File: config.mk
export PLATFORM = sky130hd
export DESIGN_NAME = twos_comp_serial_ctrl
export DESIGN_NICKNAME = d
export VERILOG_FILES = /design/src/rtl/twos_comp_pkg.sv /design/src/rtl/twos_comp_bit_cell.sv /design/src/rtl/twos_comp_serial_ctrl.sv
export SDC_FILE = /design/constraint.sdc
export NUM_CORES = 1
export LEC_CHECK = 0
export CORE_MARGIN = 2
export CORE_UTILIZATION = 40
export CTS_BUF_LIST = sky130_fd_sc_hd__clkbuf_16
export CTS_CLUSTER_SIZE = 14
export DETAILED_ROUTE_END_ITERATION = 8
export DONT_BUFFER_PORTS = 1
export GPL_ROUTABILITY_DRIVEN = 0
export GPL_TIMING_DRIVEN = 0
export PLACE_DENSITY = 0.58
export SLEW_MARGIN = 5
export SYNTH_ARGS = -nofsm -noshare
export SYNTH_HDL_FRONTEND = slang
export SYNTH_SLANG_ARGS = --single-unit
File: constraint.sdc
create_clock -name clk -period 3.5 [get_ports clk]
set_input_delay 0.7 -clock clk [delete_from_list [all_inputs] [get_ports clk]]
set_output_delay 0.7 -clock clk [all_outputs]
set_load 0.05 [all_outputs]
File: src/rtl/twos_comp_pkg.sv
// Shared definitions for the bit-serial two's complement sequencer.
package twos_comp_pkg;

  localparam int MIN_WIDTH = 2;
  localparam int MAX_WIDTH = 32;

  typedef enum logic [1:0] {
    IDLE  = 2'd0,
    SHIFT = 2'd1,
    DONE  = 2'd2
  } state_t;

  // Reference negation (~x)+1, truncated to w bits.
  function automatic logic [MAX_WIDTH-1:0] neg_ref(input logic [MAX_WIDTH-1:0] x,
                                                   input int unsigned w);
    logic [MAX_WIDTH-1:0] mask;
    mask = (w >= MAX_WIDTH) ? '1 : ((MAX_WIDTH'(1) << w) - MAX_WIDTH'(1));
    return ((~x) + MAX_WIDTH'(1)) & mask;
  endfunction

endpackage

File: src/rtl/twos_comp_bit_cell.sv
// One-bit negation cell: copies bits up to the first 1, inverts after it.
module twos_comp_bit_cell (
  input  logic clk,
  input  logic rst_n,
  input  logic clear,
  input  logic enable,
  input  logic b,
  input  logic neg,
  output logic obit,
  output logic seen_one
);

  // Invert only once a 1 has already passed through, and only when negating.
  assign obit = (neg && seen_one) ? ~b : b;

  // Remember whether any 1 has been consumed in the current word.
  always_ff @(posedge clk or negedge rst_n) begin
    if (!rst_n) begin
      seen_one <= 1'b0;
    end else if (clear) begin
      seen_one <= 1'b0;
    end else if (enable) begin
      seen_one <= seen_one | b;
    end
  end

endmodule

File: src/rtl/twos_comp_serial_ctrl.sv
// Bit-serial two's complement sequencer with valid/ready on both sides.
//
// state | meaning
// IDLE  | waiting for an input word, in_ready high
// SHIFT | consuming one bit per clock, LSB first
// DONE  | result held on out_data until out_ready
module twos_comp_serial_ctrl
  import twos_comp_pkg::*;
#(
  parameter int WIDTH = 4
) (
  input  logic             clk,
  input  logic             rst_n,
  input  logic             in_valid,
  output logic             in_ready,
  input  logic [WIDTH-1:0] in_data,
  input  logic             in_neg,
  output logic             out_valid,
  input  logic             out_ready,
  output logic [WIDTH-1:0] out_data,
  output logic             out_ovf,
  output logic             busy
);

  if (WIDTH < MIN_WIDTH || WIDTH > MAX_WIDTH) begin : g_bad_width
    $error("twos_comp_serial_ctrl: WIDTH out of range");
  end

  localparam int CW = $clog2(WIDTH);
  localparam logic [CW-1:0] LAST_BIT = CW'(WIDTH - 1);

  state_t           state;
  logic [WIDTH-1:0] shreg;
  logic [WIDTH-1:0] result;
  logic [WIDTH-1:0] result_nxt;
  logic [CW-1:0]    bit_cnt;
  logic             neg_q;
  logic             b;
  logic             obit;
  logic             seen_one;
  logic             cell_clear;
  logic             cell_en;
  logic             last_bit;

  assign b          = shreg[0];
  assign cell_clear = (state == IDLE);
  assign cell_en    = (state == SHIFT);
  assign last_bit   = (bit_cnt == LAST_BIT);
  assign result_nxt = {obit, result[WIDTH-1:1]};

  twos_comp_bit_cell u_cell (
    .clk      (clk),
    .rst_n    (rst_n),
    .clear    (cell_clear),
    .enable   (cell_en),
    .b        (b),
    .neg      (neg_q),
    .obit     (obit),
    .seen_one (seen_one)
  );

  // Sequencer with registered handshake and status outputs.
  always_ff @(posedge clk or negedge rst_n) begin
    if (!rst_n) begin
      state     <= IDLE;
      shreg     <= '0;
      result    <= '0;
      bit_cnt   <= '0;
      neg_q     <= 1'b0;
      in_ready  <= 1'b1;
      out_valid <= 1'b0;
      out_data  <= '0;
      out_ovf   <= 1'b0;
      busy      <= 1'b0;
    end else begin
      case (state)
        IDLE: begin
          if (in_valid && in_ready) begin
            shreg    <= in_data;
            neg_q    <= in_neg;
            bit_cnt  <= '0;
            result   <= '0;
            in_ready <= 1'b0;
            busy     <= 1'b1;
            state    <= SHIFT;
          end
        end
        SHIFT: begin
          result <= result_nxt;
          shreg  <= shreg >> 1;
          if (last_bit) begin
            // Overflow: the only 1 in the word sits in the MSB.
            out_data  <= result_nxt;
            out_ovf   <= neg_q & ~seen_one & b;
            out_valid <= 1'b1;
            state     <= DONE;
          end else begin
            bit_cnt <= bit_cnt + 1'b1;
          end
        end
        DONE: begin
          if (out_valid && out_ready) begin
            out_valid <= 1'b0;
            in_ready  <= 1'b1;
            busy      <= 1'b0;
            state     <= IDLE;
          end
        end
        default: begin
          state     <= IDLE;
          in_ready  <= 1'b1;
          out_valid <= 1'b0;
          busy      <= 1'b0;
        end
      endcase
    end
  end

endmodule

==> impl_metrics.py <==
metrics = {
    "timing": {
        "fin_hold_ws_ps": 141.2,
        "fin_crit_sh_pct": 49.01,
        "rsz0062_at_grt": "no",
        "tns_ps": 0,
        "finClkSkew_ps": 2.541,
        "hold_viol_final": 0,
        "min_period_ps": 1715,
        "slew_headroom_pct": 63.62,
        "fin_ws_ps": 1785,
        "drv_slew": 0,
        "fmax_mhz": 583.0,
        "setup_viol": 0,
        "worstMarginPinSlew_ps": 545.6,
    },
    "detailed_routing": {
        "firstDrtPassIters": 4,
        "routed_wirelength_microns": 1578,
        "vias": 598,
        "wl_per_cell_microns": 13.49,
        "drc": 0,
        "routed_via_density": 5.111,
        "drtIter0Drc": 4,
        "postRouteAntennaNets": 0,
    },
    "power": {
        "p_per_area_nw_per_um2": 958.2,
        "seqPwrFrac_pct": 50.9,
        "p_sw_share_pct": 38.80,
        "ir_worst_vdd_v": 0.0005073,
        "p_comb_share_pct": 25.3,
        "p_leak_nw": 0.4921,
        "p_total_mw": 1.002,
        "intPower_mw": 0.6134,
        "net-switching-power_mw": 0.3889,
        "power_frac_clock_pct": 23.7,
    },
    "floorplan": {
        "dieWidth_microns": 52.28,
        "num_rows": 17,
        "start_util_pct": 42.14,
        "core_area_sq_um": 2212,
        "fp.dieH_microns": 52.28,
        "dieArea_sq_um": 2733,
        "ios": 17,
    },
    "final_layout": {
        "diodes": 0,
        "mostFrequentLayoutCells": "dfrtp_1, nand2_1, inv_1, nor2_1, a21oi_1",
        "drive_above_1_share_pct": 14.61,
        "multiInputGateArea_sq_um": 346.6,
        "fillCellCount": 213,
        "stdcell_count": 117,
        "seqCellArea_sq_um": 526.8,
        "nets": 100,
        "mostFrequentLayoutCell": "dfrtp_1",
        "syn_to_final_growth_pct": 12.21,
    },
    "clock_network": {
        "postCtsHoldBufs": 0,
        "cts-root-buf": "clkbuf_16",
        "cts_tree": "built",
        "htreeDepth": 1,
        "cts_buffer_depth": 2,
        "cts_buffers": 3,
        "clock-sinks": 21,
        "post_cts_buffers": 0,
        "cts_resized": 0,
        "clkLatencyLatePin_ps": 250,
        "cts.reportedPaths.clkPinSlew_ps": 60,
    },
    "critical_path": {
        "cp.arrival_ps": 1850,
        "timing.rr.start": "in_ready",
        "cp_max_fo": 10,
        "cp-end-kind": "register",
        "crit_start": "in_ready",
        "cp_slowest_cell": "dfstp_2",
        "required_ps": 3630,
        "cp-start-kind": "register",
        "crit_chain": "nor4bb_4 -> buf_6 -> mux2_2",
        "crit_type": "reg2reg",
        "slowest_delay_ps": 720,
    },
    "worst_hold_path": {
        "hp-class": "in2async",
    },
    "grt": {
        "grt_pass1_wl_microns": 2704,
        "antenna_found_initial": 0,
        "grt.total_usage_pct": 13.60,
        "grt_pass1_vias": 597,
        "grt_max_degree": 22,
        "gr-total-overflow": 0,
    },
    "synth": {
        "mappedNetlistNets": 95,
        "ys_ff_latch": 21,
        "synth.avg_cell_area_sq_um": 10.97,
        "syn-cell-area_sq_um": 932.1,
        "post_synth_num_cell_types": 26,
        "ys_top_cells_by_area": "dfrtp_1, nand2_1, mux2i_1",
        "synth_top_area_share_pct": 53.69,
        "ys_seq_area_share_pct": 56.51,
        "yosys_warnings": 0,
        "netlist_instances": 85,
        "yosys.area.top_type": "dfrtp_1",
    },
    "run": {
        "drv_cap": 0,
    },
    "placement": {
        "dp_slack_ps": 1785,
        "dp_cells": 113,
        "dp_hpwl_microns": 1145,
        "io_buffers": 0,
    },
    "outcome": {
        "status": "completed",
    },
}
## power by group through the flow
stage                     clock (mW)  combinational (mW)  sequential (mW)
final                          0.238               0.254            0.511
after global routing           0.252               0.293            0.525
after CTS                      0.242               0.258            0.513
after detailed placement           0               0.258            0.517
after global placement             0               0.247            0.512
after floorplan                    0               0.217            0.499
## cell type report
class	instances	area share, %
clock buffers	3	7.177
plain buffers	5	3.828
inverters	5	1.794
flip-flops and latches	21	50.36
clock inverters	1	0.3589
well taps	28	3.349
multi-input cells	54	33.13
## layer usage
metal / track usage [%] / up-vias / routed length, microns
met5: 0 / - / 0
met4: 5.128 / 0 / 0
met3: 3.429 / 0 / 67
met2: 20.89 / 10 / 758
met1: 18.46 / 290 / 752
li1: - / 298 / -
## kinds of logic (layout without fill, tap and decap cells)
group | Yosys count | in the layout | synth area share [%]
xor gates and xnor gates | 1 | 1 | 0.9398
and+or+nand+nor | 26 | 26 | 14.63
DFF | 21 | 21 | 56.51
adders and majority gates | 1 | 1 | 1.342
buffers and inverters | 10 | 14 | 6.309
AOI/OAI and AO/OA | 21 | 21 | 14.63
muxes | 5 | 5 | 5.638
## state kept, by name, summed over array words and instances, names as in the netlist
signal	flops
state	2
busy	1
result	3
out_ovf	1
out_data	4
out_valid	1
u_cell.seen_one	1
bit_cnt	2
neg_q	1
in_ready	1
shreg	4
## final timing paths
check	endpoint	slack, ps	cells after the start
min in group clk	out_ovf	480	1
worst min-delay path	result[2]	140	0
worst max-delay path	neg_q	1780	3
max in group asynchronous	in_ready	3190	0
worst max register to register	neg_q	1780	3
worst min register to register	out_ovf	480	1
## worst max-delay path: cells and delay by family, from the launching register on
kind                   cells  cell delay (ps)
flip-flops                 1              720
AND/OR/NAND/NOR            1              360
multiplexers               1              330
buffers and inverters      1              180
## cells in the mapped netlist (all sizes together)
cell,instances
a21oi,5
a22oi,1
buf,5
dfrtp,20
dfstp,1
ha,1
inv,5
mux2,2
mux2i,3
nand2,13
nand2b,1
nand3b,2
nor2,6
nor2b,2
nor4bb,1
o21ai,5
o21bai,1
o22a,2
o22ai,4
o2bb2ai,2
o31ai,1
or3,1
xor2,1
## stage by stage
| step | utilization (%) | area (sq um) |
|---|---|---|
| finish | 47.29 | 1046 |
| CTS | 47.29 | 1046 |
| detailed placement | 43.72 | 967.2 |
| floorplan | - | 932.1 |
| global route | 47.29 | 1046 |
| global placement | 43.72 | 967.2 |
Power figures use the tool's default switching activity.
